### config.mk
export PLATFORM = sky130hd
export DESIGN_NAME = calc_entry_sequencer
export DESIGN_NICKNAME = d
export VERILOG_FILES = /design/src/rtl/calc_entry_sequencer.sv
export SDC_FILE = /design/constraint.sdc
export NUM_CORES = 1
export LEC_CHECK = 0
export CAP_MARGIN = 20
export CORE_MARGIN = 5
export CORE_UTILIZATION = 47
export CTS_BUF_LIST = sky130_fd_sc_hd__clkbuf_4 sky130_fd_sc_hd__clkbuf_8
export DETAILED_ROUTE_END_ITERATION = 10
export GPL_TIMING_DRIVEN = 0
export PLACE_DENSITY = 0.68
export SKIP_LAST_GASP = 1
export SLEW_MARGIN = 0
export SYNTH_ARGS = -nofsm -noshare
export SYNTH_HDL_FRONTEND = slang
export SYNTH_SLANG_ARGS = --single-unit
### constraint.sdc
create_clock -name clk1kHz -period 4.3 [get_ports clk1kHz]
set_clock_uncertainty 0.2 [all_clocks]
set_input_delay 0.86 -clock clk1kHz [delete_from_list [all_inputs] [get_ports clk1kHz]]
set_output_delay 0.86 -clock clk1kHz [all_outputs]
set_load 0.05 [all_outputs]
### src/rtl/calc_entry_sequencer.sv
// Calculator entry sequencer: debounces the two buttons, captures sign/operand/operator
// slot by slot, launches the arithmetic unit and supervises it with a timeout.
module calc_entry_sequencer #(
  parameter int DEB_CYC = 20,
  parameter int TIMEOUT = 255
) (
  input  logic        clk1kHz,
  input  logic        rst,
  input  logic        btn_next,
  input  logic        btn_res,
  input  logic [3:0]  digit_in,
  input  logic [1:0]  op_in,
  input  logic        alu_done,
  input  logic        alu_err,
  output logic        alu_start,
  output logic [11:0] num1_bcd,
  output logic [11:0] num2_bcd,
  output logic        sign1,
  output logic [1:0]  op_code,
  output logic [2:0]  pos,
  output logic        show_result,
  output logic        err
);

  localparam int CW = $clog2(DEB_CYC + 1);
  localparam int TW = $clog2(TIMEOUT + 1);

  typedef enum logic [2:0] {ENTRY, LAUNCH, WAIT, RESULT, ERROR} state_t;

  state_t          state, next_state;
  logic [1:0]      raw, sync1, sync2, level, press;
  logic [CW-1:0]   cnt [2];
  logic [TW-1:0]   timer;
  logic            next_press, res_press, timeout_hit;
  logic            latch_en, clear_en;
  logic [3:0]      digit_sat;

  // Index 0 = next button, index 1 = res button (both active-low, so level 1 = released)
  assign raw = {btn_res, btn_next};

  always_ff @(posedge clk1kHz) begin
    if (rst) begin
      sync1  <= '1;
      sync2  <= '1;
      level  <= '1;
      cnt[0] <= '0;
      cnt[1] <= '0;
    end else begin
      sync1 <= raw;
      sync2 <= sync1;
      for (int unsigned i = 0; i < 2; i++) begin
        if (sync2[i] == level[i]) begin
          cnt[i] <= '0;
        end else if (cnt[i] == CW'(DEB_CYC - 1)) begin
          level[i] <= sync2[i];
          cnt[i]   <= '0;
        end else begin
          cnt[i] <= cnt[i] + CW'(1);
        end
      end
    end
  end

  // A press is the cycle in which the DEB_CYC-th differing low sample arrives
  always_comb begin
    press = '0;
    for (int unsigned i = 0; i < 2; i++) begin
      press[i] = level[i] && !sync2[i] && (cnt[i] == CW'(DEB_CYC - 1));
    end
  end

  assign next_press  = press[0];
  assign res_press   = press[1];
  assign timeout_hit = (timer == TW'(TIMEOUT - 1));
  assign latch_en    = (state == ENTRY) && (next_press || res_press);
  assign clear_en    = ((state == RESULT) || (state == ERROR)) && res_press;
  assign digit_sat   = (digit_in > 4'd9) ? 4'd9 : digit_in;

  always_ff @(posedge clk1kHz) begin
    if (rst) state <= ENTRY;
    else     state <= next_state;
  end

  always_comb begin
    next_state = state;
    case (state)
      ENTRY:  if (res_press || (next_press && (pos == 3'd7))) next_state = LAUNCH;
      LAUNCH: next_state = WAIT;
      WAIT: begin
        if (alu_done)         next_state = alu_err ? ERROR : RESULT;
        else if (timeout_hit) next_state = ERROR;
      end
      RESULT, ERROR: if (res_press) next_state = ENTRY;
      default: next_state = ENTRY;
    endcase
  end

  always_comb begin
    alu_start   = (state == LAUNCH);
    show_result = (state == RESULT) || (state == ERROR);
    err         = (state == ERROR);
  end

  always_ff @(posedge clk1kHz) begin
    if (rst || (state == LAUNCH)) timer <= '0;
    else if (state == WAIT)       timer <= timer + TW'(1);
  end

  always_ff @(posedge clk1kHz) begin
    if (rst || clear_en) begin
      num1_bcd <= '0;
      num2_bcd <= '0;
      sign1    <= 1'b0;
      op_code  <= '0;
      pos      <= '0;
    end else if (latch_en) begin
      case (pos)
        3'd0: sign1          <= digit_in[0];
        3'd1: num1_bcd[11:8] <= digit_sat;
        3'd2: num1_bcd[7:4]  <= digit_sat;
        3'd3: num1_bcd[3:0]  <= digit_sat;
        3'd4: op_code        <= op_in;
        3'd5: num2_bcd[11:8] <= digit_sat;
        3'd6: num2_bcd[7:4]  <= digit_sat;
        3'd7: num2_bcd[3:0]  <= digit_sat;
        default: ;
      endcase
      // res latches once and holds pos; slot 7 holds pos as well
      if (!res_press && (pos != 3'd7)) pos <= pos + 3'd1;
    end
  end

endmodule
==> qor.yml <==
grt:
  grt_pass1_vias: 2036
  overflow: 0
  grt_usage_pct: 17.4
  grt_first_pass_wirelength_mm: 9.94
  grt_max_degree: 11
  grt_antenna_before_repair: 0
setup_path:
  crit_chain: "clkbuf_2, nor3b_1, clkdlybuf4s50_1"
  worstSetupEndpointType: "primary output"
  cp_max_fo: 8
  slowest_stage: "clkdlybuf4s50_1"
  cpPeakStageDelay_ns: 0.89
  arrival_ns: 2.14
  crit_buf_inv: 2
  crit_family: "buffers and inverters"
  path_class: "reg -> out"
  cp_data_required_time_ns: 3.24
  start_kind: "register"
flow_run:
  maxCapViolations: 0
drt:
  vias: 2133
  drtIter0Drc: 72
  wl_mm: 5.86
  drt_first_pass_iters: 4
  routedWlPerCell_um: 14.5
  drc: 0
  antenna_left: 0
  avgViaCountPerCell: 5.29
logic_synthesis:
  synthAdderAreaFrac_pct: 5.59
  synth_compound_area_share_pct: 7.31
  yosys.area_share.simple_pct: 23.0
  async_flop_share_pct: 0
  yosys-mux-area-fraction_pct: 10.5
  ys.flop_type: "dfxtp_1"
  synth_cells: 262
  syn_area_sq_um: 2690
  syn_avg_cell_area_sq_um: 10.3
  synth_edf_count: 10
  seq_area_frac_synth_pct: 46.2
  yosysWarnings: 0
  synth.distinct_cells: 49
  synth_top_family_by_area: "simple AND/OR/NAND/NOR gates"
  synth_xor_area_share_pct: 3.91
  synth-seq-cells: 57
timing:
  slew_headroom_pct: 58.5
  fmax_mhz: 312
  maxSlewViolCount: 0
  fin_tns_setup_ns: 0
  rsz0062_at_grt: "no"
  worst_pin_slew_ns: 0.620
  min_period_ns: 3.20
  setup-violations-final: 0
  min_period_over_period_pct: 74.5
  fin_hold_ws_ns: 0.209
  final-hold-violation-count: 0
pwr:
  irDropWorstVdd_mv: 0.221
  seqPwrFrac_pct: 44.1
  p_switching_mw: 0.332
  power_mw: 1.30
  p_leak_nw: 1.43
  power.density_nw_per_um2: 374
  p_clk_share_pct: 43.4
  switching_share_pct: 25.5
  p_int_mw: 0.969
  combPwrFrac_pct: 12.5
floorplan:
  die_x_um: 85.6
  die_y_um: 85.6
  initial_core_util_pct: 48.5
  ioPinCount: 45
  die-area_sq_um: 7330
  row_count: 27
  core-area_sq_um: 5540
cells_and_area:
  nets: 350
  syn_to_final_growth_pct: 29.3
  fin_area_sq_um: 3480
  layout_commonest_cell: "dfxtp_1"
  antennaDiodeCount: 0
  drive_gt1_share_pct: 12.4
  mostFrequentLayoutCells: "dfxtp_1, clkdlybuf4s50_1, nand3_1"
  fill_cells: 482
clocking:
  clock-sinks: 57
  cts_buffers: 9
  clk_latency_ns: 0.33
  post-cts-setup-buffers: 0
  ctsHtreeMaxLevel: 3
  cts.clk_slew.worst_paths_ns: 0.06
  hold_buffers: 0
  clock_path_buffers: 2
  cts_root_buf: "clkbuf_8"
  tritoncts: "yes"
  post_cts_resized: 0
status:
  outcome: "finished, final reports clean"
placement:
  hpwl_mm: 4.42
  numPortBuffers: 44
  place_congestion: 0.825
  placed_area_sq_um: 3250
min_path:
  hp-class: "reg -> reg"
[registers in the layout, indices dropped and copies added (netlist names)]
name,cells
cnt,10
level,2
num1_bcd,12
num2_bcd,12
op_code,2
pos,3
sign1,1
state,3
sync1,2
sync2,2
timer,8
[per-layer routing]
| layer | global-route usage, % | vias up | share of wire (%) |
|---|---|---|---|
| li1 | - | 1070 | - |
| met1 | 23.1 | 997 | 47 |
| met2 | 26.1 | 56 | 46 |
| met3 | 4.13 | 10 | 4.9 |
| met4 | 9.35 | 0 | 2.0 |
| met5 | 0 | - | 0 |
[cell usage after synthesis (2+ instances only)]
cell type  count  area share, %
dfxtp_1       47             35
nand4_2        4            1.9
nand2_1        7           0.98
inv_1         11            1.5
or2_2          6            1.4
clkbuf_1       5           0.70
mux2i_1       27             10
nor3b_2        2           0.93
buf_2          3           0.56
nand3_1       39            7.3
xor2_1         8            2.6
nor2_1        17            2.4
o21ai_0        6            1.1
nand4b_1       2           0.65
edfxtp_1      10             11
and3_1         2           0.47
nor3_1         4           0.74
ha_1          12            5.6
or3_1          3           0.70
nor2b_1        4           0.93
a21oi_1        7            1.3
xnor2_1        4            1.3
nand4_1        4           0.93
nand4bb_1      2           0.84
o311ai_0       2           0.65
[metrics by stage]
stage / cells / setup WS [ns] / util, %
after detailed placement: 387 / 1.49 / 58.7
after global placement: 387 / 1.50 / 58.7
after CTS: 403 / 1.10 / 62.7
after floorplan: 271 / 1.52 / -
final: 403 / 1.10 / 62.7
after global routing: 403 / 0.983 / 62.7
[worst paths after layout]
| check | slack [ns] | cells after the start | to | from |
|---|---|---|---|---|
| worst min register to register | 0.21 | 1 | sync2[0] | sync1[0] |
| worst min-delay path | 0.21 | 1 | sync2[0] | sync1[0] |
| worst max register to register | 2.09 | 5 | state[2] | cnt[1][0] |
| worst max-delay path | 1.10 | 3 | alu_start | state[0] |
[power groups by stage]
stage                     Clock (mW)  Sequential, mW  Combinational [mW]
after detailed placement           0           0.586               0.162
after global placement             0           0.585               0.159
after global routing           0.602           0.576               0.179
final                          0.565           0.574               0.163
after CTS                      0.579           0.573               0.162
after floorplan                    0           0.581               0.118
[cell type report]
cell class                      count  area [sq um]  share of cell area [%]
Sequential cell                    57          1240                    35.7
Clock inverter                      5          78.8                    2.27
Buffer                             10          46.3                    1.33
Clock buffer                       11           145                    4.18
Tap cell                           72          90.1                    2.59
Multi-Input combinational cell    192          1390                    40.0
Inverter                           12          45.0                    1.30
Timing Repair Buffer               44           440                    12.7
[logic make-up (layout without fill, tap and decap cells)]
| group | Yosys count | after routing |
|---|---|---|
| AND/OR/NAND/NOR | 104 | 104 |
| adder cells (fa/ha/maj) | 12 | 12 |
| flip-flops | 57 | 57 |
| XOR/XNOR | 12 | 12 |
| AO/OA/AOI/OAI | 26 | 26 |
| other | 1 | 10 |
| multiplexers | 28 | 28 |
| buffers and inverters | 22 | 82 |
Note: power is estimated with default switching activity, not from simulation.
